**config.mk**
```make
export PLATFORM = sky130hd
export DESIGN_NAME = grover_diffuse_engine
export DESIGN_NICKNAME = d
export VERILOG_FILES = /design/src/rtl/grover_diffuse_engine.sv
export SDC_FILE = /design/constraint.sdc
export NUM_CORES = 1
export LEC_CHECK = 0
export ABC_AREA = 1
export CAP_MARGIN = 15
export CORE_UTILIZATION = 57
export CTS_BUF_LIST = sky130_fd_sc_hd__clkbuf_16
export DETAILED_ROUTE_END_ITERATION = 16
export PLACE_DENSITY = 0.89
export SYNTH_ARGS = -nofsm -noshare
export SYNTH_HDL_FRONTEND = slang
export SYNTH_SLANG_ARGS = --single-unit
export TNS_END_PERCENT = 20
```
**constraint.sdc**
```tcl
create_clock -name clk -period 3.9 [get_ports clk]
set_input_delay 0.975 -clock clk [delete_from_list [all_inputs] [get_ports clk]]
set_output_delay 0.975 -clock clk [all_outputs]
set_load 0.02 [all_outputs]
```
**src/rtl/grover_diffuse_engine.sv**
```systemverilog
`default_nettype none
// ============================================================================
// Module   : grover_diffuse_engine
// Purpose  : Runs N Grover iterations (oracle phase flip of the marked basis
//            state, then inversion about the mean) on eight signed Q1.6
//            amplitudes and streams each iteration's result to the amplitude
//            register bank with a one-cycle load strobe.
// Revision : 1.0 - initial release
// ----------------------------------------------------------------------------
// Ports
//   clk      in   rising-edge clock
//   rst      in   asynchronous reset, active low
//   start    in   begin a run (sampled only while idle)
//   marked   in   [2:0] oracle-marked index, captured at start
//   iters    in   [ITER_BITS-1:0] iteration count, captured at start
//   a0..a7   in   signed current amplitudes (read only when a run begins)
//   n0..n7   out  signed new amplitudes, registered, held until overwritten
//   load_en  out  one-cycle strobe to the register bank enable
//   busy     out  high whenever a run is in progress
//   done     out  one-cycle pulse at the end of a run
// ----------------------------------------------------------------------------
// Build option
//   GROVER_SAT_EN  defined   : diffusion results saturate to the 8-bit range
//                              and negating -128 yields 127
//                  undefined : results wrap (two's complement) and negating
//                              -128 yields -128
// ============================================================================
module grover_diffuse_engine #(
   parameter int SAMPLE_SIZE    = 8,
   parameter int COMPLEXNUM_BIT = 8,
   parameter int ITER_BITS      = 4
) (
   input  logic                             clk,
   input  logic                             rst,
   input  logic                             start,
   input  logic [2:0]                       marked,
   input  logic [ITER_BITS-1:0]             iters,
   input  logic signed [COMPLEXNUM_BIT-1:0] a0,
   input  logic signed [COMPLEXNUM_BIT-1:0] a1,
   input  logic signed [COMPLEXNUM_BIT-1:0] a2,
   input  logic signed [COMPLEXNUM_BIT-1:0] a3,
   input  logic signed [COMPLEXNUM_BIT-1:0] a4,
   input  logic signed [COMPLEXNUM_BIT-1:0] a5,
   input  logic signed [COMPLEXNUM_BIT-1:0] a6,
   input  logic signed [COMPLEXNUM_BIT-1:0] a7,
   output logic signed [COMPLEXNUM_BIT-1:0] n0,
   output logic signed [COMPLEXNUM_BIT-1:0] n1,
   output logic signed [COMPLEXNUM_BIT-1:0] n2,
   output logic signed [COMPLEXNUM_BIT-1:0] n3,
   output logic signed [COMPLEXNUM_BIT-1:0] n4,
   output logic signed [COMPLEXNUM_BIT-1:0] n5,
   output logic signed [COMPLEXNUM_BIT-1:0] n6,
   output logic signed [COMPLEXNUM_BIT-1:0] n7,
   output logic                             load_en,
   output logic                             busy,
   output logic                             done
);

   localparam int CW    = COMPLEXNUM_BIT;
   localparam int ACC_W = COMPLEXNUM_BIT + 3;   // sum of eight amplitudes

   localparam logic [2:0] ST_IDLE    = 3'd0;
   localparam logic [2:0] ST_LOAD    = 3'd1;
   localparam logic [2:0] ST_ORACLE  = 3'd2;
   localparam logic [2:0] ST_ACCUM   = 3'd3;
   localparam logic [2:0] ST_DIFFUSE = 3'd4;
   localparam logic [2:0] ST_WRITE   = 3'd5;
   localparam logic [2:0] ST_DONE    = 3'd6;

`ifdef GROVER_SAT_EN
   localparam int TW = COMPLEXNUM_BIT + 2;      // holds 2*mean - w without loss
   localparam logic signed [CW-1:0] AMP_MAX = {1'b0, {(CW-1){1'b1}}};
   localparam logic signed [CW-1:0] AMP_MIN = {1'b1, {(CW-1){1'b0}}};
   localparam logic signed [TW-1:0] T_MAX   = {2'b00, AMP_MAX};
   localparam logic signed [TW-1:0] T_MIN   = {2'b11, AMP_MIN};
`endif

   logic [2:0]                    state;
   logic [2:0]                    next_state;

   logic signed [CW-1:0]          a_vec   [SAMPLE_SIZE];
   logic signed [CW-1:0]          w       [SAMPLE_SIZE];
   logic signed [CW-1:0]          nv      [SAMPLE_SIZE];
   logic signed [CW-1:0]          clipped [SAMPLE_SIZE];
   logic signed [ACC_W-1:0]       acc;
   logic signed [CW-1:0]          mean;
   logic [2:0]                    idx;
   logic [ITER_BITS-1:0]          iter_cnt;
   logic [2:0]                    marked_reg;
   logic [ITER_BITS-1:0]          iters_reg;

   // Oracle phase flip. -128 has no positive counterpart in 8 bits.
   function automatic logic signed [CW-1:0] negate(input logic signed [CW-1:0] x);
`ifdef GROVER_SAT_EN
      if (x == AMP_MIN) begin
         negate = AMP_MAX;
      end else begin
         negate = -x;
      end
`else
      negate = -x;
`endif
   endfunction

   assign a_vec[0] = a0;
   assign a_vec[1] = a1;
   assign a_vec[2] = a2;
   assign a_vec[3] = a3;
   assign a_vec[4] = a4;
   assign a_vec[5] = a5;
   assign a_vec[6] = a6;
   assign a_vec[7] = a7;

   assign n0 = nv[0];
   assign n1 = nv[1];
   assign n2 = nv[2];
   assign n3 = nv[3];
   assign n4 = nv[4];
   assign n5 = nv[5];
   assign n6 = nv[6];
   assign n7 = nv[7];

   // Dropping the low three bits is an arithmetic shift by 3 (floor of sum/8);
   // the eight-entry sum always fits the result in CW bits.
   assign mean = acc[ACC_W-1:3];

   // Inversion about the mean for every entry in parallel.
   genvar k;
   generate
      for (k = 0; k < SAMPLE_SIZE; k++) begin : g_diffuse
`ifdef GROVER_SAT_EN
         logic signed [TW-1:0] t;
         assign t = $signed({mean[CW-1], mean, 1'b0}) - $signed({{2{w[k][CW-1]}}, w[k]});
         assign clipped[k] = (t > T_MAX) ? AMP_MAX :
                             (t < T_MIN) ? AMP_MIN : t[CW-1:0];
`else
         // Keeping only the low CW bits of the wide result is identical to
         // computing modulo 2^CW directly.
         assign clipped[k] = mean + mean - w[k];
`endif
      end
   endgenerate

   // ------------------------------------------------------------------------
   // FSM: state register
   // ------------------------------------------------------------------------
   always_ff @(posedge clk or negedge rst) begin
      if (!rst) begin
         state <= ST_IDLE;
      end else begin
         state <= next_state;
      end
   end

   // ------------------------------------------------------------------------
   // FSM: next-state logic
   // ------------------------------------------------------------------------
   always_comb begin
      next_state = state;
      case (state)
         ST_IDLE:    if (start) next_state = ST_LOAD;
         ST_LOAD:    next_state = (iters_reg == '0) ? ST_DONE : ST_ORACLE;
         ST_ORACLE:  next_state = ST_ACCUM;
         ST_ACCUM:   if (idx == 3'd7) next_state = ST_DIFFUSE;
         ST_DIFFUSE: next_state = ST_WRITE;
         ST_WRITE:   next_state = ((iter_cnt + ITER_BITS'(1)) == iters_reg) ? ST_DONE : ST_ORACLE;
         ST_DONE:    next_state = ST_IDLE;
         default:    next_state = ST_IDLE;
      endcase
   end

   // ------------------------------------------------------------------------
   // FSM: outputs, decoded from the state register so they are glitch-free
   // and drop together with an asynchronous reset.
   // ------------------------------------------------------------------------
   always_comb begin
      busy    = (state != ST_IDLE);
      load_en = (state == ST_WRITE);
      done    = (state == ST_DONE);
   end

   // ------------------------------------------------------------------------
   // Datapath
   // ------------------------------------------------------------------------
   always_ff @(posedge clk or negedge rst) begin
      if (!rst) begin
         for (int i = 0; i < SAMPLE_SIZE; i++) begin
            w[i]  <= '0;
            nv[i] <= '0;
         end
         acc        <= '0;
         idx        <= '0;
         iter_cnt   <= '0;
         marked_reg <= '0;
         iters_reg  <= '0;
      end else begin
         case (state)
            ST_IDLE: begin
               if (start) begin
                  marked_reg <= marked;
                  iters_reg  <= iters;
               end
            end
            ST_LOAD: begin
               for (int i = 0; i < SAMPLE_SIZE; i++) begin
                  w[i] <= a_vec[i];
               end
               iter_cnt <= '0;
            end
            ST_ORACLE: begin
               w[marked_reg] <= negate(w[marked_reg]);
               acc           <= '0;
               idx           <= '0;
            end
            ST_ACCUM: begin
               acc <= acc + $signed({{3{w[idx][CW-1]}}, w[idx]});
               idx <= idx + 3'd1;
            end
            ST_DIFFUSE: begin
               for (int i = 0; i < SAMPLE_SIZE; i++) begin
                  w[i]  <= clipped[i];
                  nv[i] <= clipped[i];
               end
            end
            ST_WRITE: begin
               iter_cnt <= iter_cnt + ITER_BITS'(1);
            end
            default: begin
            end
         endcase
      end
   end

endmodule
`default_nettype wire

```
Word-level counts from Yosys, hierarchy flattened
Index checks and enable logic that the tools add are counted.
{"block": "totals", "reg_bits": 156, "input_bits": 74, "out_inout_bits": 67, "word_cells": 77}
{"block": "classes", "add_sub_neg": 13, "order_cmp": 3, "n_eq_ne": 10, "mux": 18, "bitwise_logic": 2, "n_reduce_logical": 9}
{"op": "$pmux W64 S3", "n": 1}
{"op": "$bwmux W64", "n": 1}
{"op": "$sub A8 B8 Y8", "n": 8}
{"op": "$bmux W8 S3", "n": 2}
{"op": "$mux W8", "n": 5}
{"op": "$demux W8 S3", "n": 1}
{"op": "$pmux W11 S2", "n": 1}
{"op": "$pmux W3 S6", "n": 1}
{"op": "$eq A3 B3 Y1 const B", "n": 4}
{"op": "$mux W3", "n": 4}
{"op": "$add A11 B8 Y11", "n": 1}
{"op": "$add A8 B8 Y8", "n": 1}
{"op": "$ge A4 B4 Y1 const B", "n": 2}
{"op": "$neg A8 Y8", "n": 1}
{"op": "$not A3 Y4", "n": 2}
{"op": "$pmux W4 S2", "n": 1}
{"op": "$eq A3 B2 Y1 const B", "n": 2}
{"op": "$pmux W3 S2", "n": 1}
{"op": "$reduce_bool A3 Y1", "n": 2}
{"op": "$add A4 B1 Y4 const B", "n": 1}
{"op": "$eq A4 B4 Y1", "n": 1}
{"op": "$logic_not A4 Y1", "n": 1}
{"op": "$lt A4 B1 Y1 const B", "n": 1}
{"op": "$ne A2 B2 Y1 const B", "n": 2}
{"op": "other kinds (6)", "n": 8}

Logic depth before layout (Yosys ltp)
{"block": "depth", "word_depth": 7, "depth_mapped": 19, "mapped_depth_nobuf": 17}

Worst setup path before layout
Ideal clock, no wire load.
{"block": "synth_timing", "path_type": "flip-flop to flip-flop", "start": "reg idx[0]", "end": "reg acc[6]", "setup_time_ns": 0.127, "arrival_ns": 2.677, "required_time_ns": 3.773, "slack_ns": 1.095, "stages_incl_launch_ff": 13, "n_path_buf": 2, "period_less_slack_ns": 2.805, "path_cell_list": "dfrtp_1 > clkbuf_1 > clkbuf_1 > o21ai_0 > a221oi_1 > a31oi_1 > ha_1 > fa_1 > a31oi_1 > o21bai_1 > a21oi_1 > xor2_1 > o21ai_0"}
{"block": "synth_between", "elab_chain_cells": 6}
{"element": "start, declared", "line": "87", "rtl": "logic [2:0] idx;"}
{"element": "start signal, assigned", "line": "217", "rtl": "idx <= idx + 3'd1;"}
{"element": "$not A3 Y4 (implied by the code)", "line": "216", "rtl": "acc <= acc + $signed({{3{w[idx][CW-1]}}, w[idx]});"}
{"element": "$bmux W8 S3", "line": "216"}
{"element": "$mux W8 (implied by the code) (2 in series)", "line": "216"}
{"element": "$add A11 B8 Y11", "line": "216"}
{"element": "$pmux W11 S2", "line": "197", "rtl": "case (state)"}
{"element": "end signal, assigned", "line": "216"}
{"element": "end, declared", "line": "85", "rtl": "logic signed [ACC_W-1:0] acc;"}
No other way between the ends. The select of a mux whose other input is x is not followed.
A chain may end at the register's enable or synchronous reset.

Worst setup path after layout
{"block": "layout_timing", "start": "reg idx[1]", "end": "reg acc[6]"}
Same word-level chain as after synthesis.

==> out/metrics.sh <==
RUN_STATUS='finished clean'
FINAL-MAX-SLEW-VIOLATION-COUNT=0
ACTUAL_SLEW_AT_THE_WORST_MAX_SLEW_PIN_NS=0.9494
GRT_PASS1_VIAS=11462
FINALWIRELENGTH_UM=39820
CTS_MAX_LEVEL=4
DATA_ARRIVAL_TIME_OF_THE_WORST_PATH_NS=3.58
DP.FINAL_HPWL_UM=28720
POST_SYNTH_INST_COUNT=1580
PWR-SHARE-SEQ=0.272
VIAS_PER_CELL=6.073
PERIOD_NEEDED_NS=3.269
FRACTION_OF_SYNTHESIZED_CELL_AREA_IN_XOR_AND_XNOR_CELLS=0.02397
GRT_SETUP_UNREPAIRED='false'
SYNTH_TOP_FAMILY_BY_AREA='simple AND/OR/NAND/NOR gates'
HOLD_BUFFERS=0
CLOCKPOWERSHARE=0.158
SYNTHSIMPLEGATEAREAFRAC=0.2525
YS_FF_LATCH=155
POWER.LEAKAGE_nW=6.779
HP-CLASS='flip-flop to flip-flop'
FILLERINSTANCES=1558
LARGEST_REG_FLOPS=64
IRDROPWORSTVDD_mV=0.4648
REPORTED_NET_SWITCHING_POWER_mW=5.343
TIMING.FINAL.HOLD_VIOLATIONS=0
CLOCK-SINKS=155
PLACEABLECOREAREA_UM2=18960
COMB_POWER_SHARE=0.570
SYNTHADDERAREAFRAC=0.08444
AREA.GROWTH.SYNTH_TO_FINAL_PCT=20.26
POST_CTS_RESIZED=0
INITIAL_UTILIZATION=0.5894
POSTCTSSETUPREPAIRBUFS=0
SETUP_VIOL=0
SYNTH_COMPOUND_AREA_FRAC=0.1982
P_INT_mW=5.653
CTS-BUFFERS-INSERTED=17
FP.DIEW_UM=142
SYNTH_NET_COUNT=1724
LAYOUT_WORST_PATH_CYCLE_SHARE=0.8382
DIEAREA_UM2=20160
GRT_FIRST_PASS_WIRELENGTH_UM=61460
SYN-CELL-AREA_UM2=11170
WL_PER_CELL_UM=20.12
PLACE_CONGESTION=1.021
DIE-HEIGHT_UM=142
TIMING.FINAL.WS_SETUP_NS=0.6309
TIMING.FMAX_GHz=0.3059
SETUP.WORST_PATH.END_CLASS='flip-flop'
CLK_PIN_SLEW_NS=0.07
SYNTH.AVG_CELL_AREA_UM2=7.071
SYNTH-WARNING-COUNT=0
CRITPATHREQUIREDTIME_NS=4.21
SYNTHMUXAREASHARE=0.001008
DRT_DRC_VIOLATIONS_LEFT=0
ANT_NETS=0
IO-PIN-COUNT=141
FINAL.SETUP_SKEW_NS=0.01135
START_KIND='flip-flop'
SWITCHING_FRACTION_OF_TOTAL_POWER=0.4859
SYNTH_SEQ_AREA_SHARE=0.3472
MAXCAPVIOLCOUNT=0
CLK_TREE_ROOT_CELL='clkbuf_16'
NUMBER_OF_ANTENNA_VIOLATIONS_AT_THE_FIRST_CHECK_IN_GLOBAL_ROUTING=0
MAXIMUM_NUMBER_OF_PINS_ON_ONE_NET_BEFORE_GLOBAL_ROUTE_REPAIR=106
PRE_CTS_WS_NS=0.7070
CTS.PATH.MAX_BUFFERS=2
DRT_PRE_ANTENNA_ITERS=6
FINAL_NET_COUNT=1850
FINAL.SETUP.TNS_NS=0
DRIVE_GT1_FRAC=0.06166
INSERTEDDIODECOUNT=0
POWER_DENSITY_nW_PER_UM2=818.4
DR_TOTAL_VIAS=12018
PORT-BUFFER-COUNT=140
GRT_UTIL_ALL_LAYERS=0.4060
LARGEST-REGISTER='w'
REG_TOP3='w x64, acc x10'
WORSTPATHMAXFANOUT=24
SYNTH.DISTINCT_CELLS=48
CRIT_TYPE='flip-flop to flip-flop'
CLKLATENCYLATEPIN_NS=0.44
NUM_ROWS=50
DR.FIRST_ITER.DRC_COUNT=1496
GLOBAL_ROUTE.OVERFLOW_TOTAL=0
TRITONCTS_CLOCK_TREE='built'
WORST_SLEW_MARGIN_REL=0.3640
layer usage:
metal	up-vias	wire length, um	global-route usage
met3	196	4442	0.09522
met1	5513	14990	0.4974
met5	-	0	0
met2	836	17650	0.6342
li1	5473	-	-
met4	0	2738	0.2830
synthesized netlist by cell type, drive strengths merged:
master	number	share of area
a21o	1	0.00067
a21oi	124	0.056
a221oi	17	0.013
a22o	5	0.0039
a22oi	17	0.011
a31oi	15	0.0084
a32oi	1	0.00078
buf	26	0.016
clkbuf	36	0.012
clkinv	1	0.00034
dfrtp	155	0.35
fa	9	0.016
ha	61	0.068
inv	191	0.064
mux2	1	0.0010
nand2	492	0.17
nand3	70	0.032
nand3b	1	0.00067
nand4	18	0.011
nor2	83	0.032
nor3	9	0.0040
o2111ai	1	0.00078
o211ai	15	0.010
o21a	2	0.0013
o21ai	179	0.080
o21bai	2	0.0013
o221a	9	0.0091
o221ai	1	0.00078
o22ai	1	0.00056
or2	9	0.0050
xnor2	22	0.019
xor2	6	0.0054
power groups by stage:
stage               registers (mW)  logic (mW)  clock network (mW)
global placement              2.95        5.86                   0
detailed placement            2.96        6.02                   0
global route                  3.04        6.86                1.80
CTS                           2.95        6.09                1.74
floorplan                     3.09        3.75                   0
finish                        2.99        6.26                1.74
kinds of logic after synthesis:
family                   after synthesis
buffers and inverters                254
AO/OA/AOI/OAI                        390
multiplexers                           1
AND/OR/NAND/NOR                      682
flip-flops                           155
adder cells (fa/ha/maj)               70
XOR/XNOR                              28
metrics by stage:
stage          instance area, um^2    util  total power, mW  std cells  hold WS, ns
2_1_floorplan                11170       -            6.838       1580       0.4594
3_3_place_gp                 12840  0.6774            8.802       1947       0.4575
3_5_place_dp                 12840  0.6774            8.984       1947       0.4625
4_1_cts                      13440  0.7088            10.77       1979       0.4774
5_1_grt                      13440  0.7088            11.69       1979       0.5011
6_report                     13440  0.7088            11.00       1979       0.4777
critical path, stage by stage, from the launching register on:
cell and delay [ns]:
dfrtp_1 0.50, inv_1 0.55, a21oi_1 0.08, a221oi_1 0.32, a31oi_1 0.11, ha_1 0.29, fa_1 0.42, a31oi_1 0.36
o21bai_1 0.10, a21oi_1 0.16, xor2_1 0.15, o21ai_0 0.09
cell usage in the layout, fill, tap and decap left out, types with 15 or more instances in the layout:
cell type,synthesis,final
nand2_1,484,484
inv_1,184,186
o21ai_0,171,171
dfrtp_1,155,155
clkdlybuf4s50_1,0,139
a21oi_1,124,124
nor2_1,76,75
nand3_1,69,69
ha_1,61,61
buf_4,2,27
xnor2_1,20,20
a221oi_1,17,17
nand4_1,17,17
a22oi_1,17,17
clkbuf_16,0,17
a31oi_1,15,15
o211ai_1,15,15
layout make-up:
| class | count | area [um^2] | share of cell area |
|---|---|---|---|
| Multi-Input combinational cell | 1171 | 6266 | 0.4664 |
| Sequential cell | 155 | 3879 | 0.2887 |
| Timing Repair Buffer | 169 | 1645 | 0.1225 |
| Inverter | 192 | 724.4 | 0.05392 |
| Clock buffer | 17 | 425.4 | 0.03166 |
| Tap cell | 260 | 325.3 | 0.02421 |
| Clock inverter | 15 | 170.2 | 0.01267 |
final timing paths:
kind	cells past startpoint	slack (ns)	start	to
max	11	0.63	idx[1]	acc[6]
min	2	0.48	n4[1]	n4[1]
min in group asynchronous	1	0.56	rst	n4[4]
max in group asynchronous	2	2.52	rst	n6[3]
min reg2reg	2	0.48	n4[1]	n4[1]
max reg2reg	11	0.63	idx[1]	acc[6]
No activity file was read; power rests on OpenSTA's default activity.
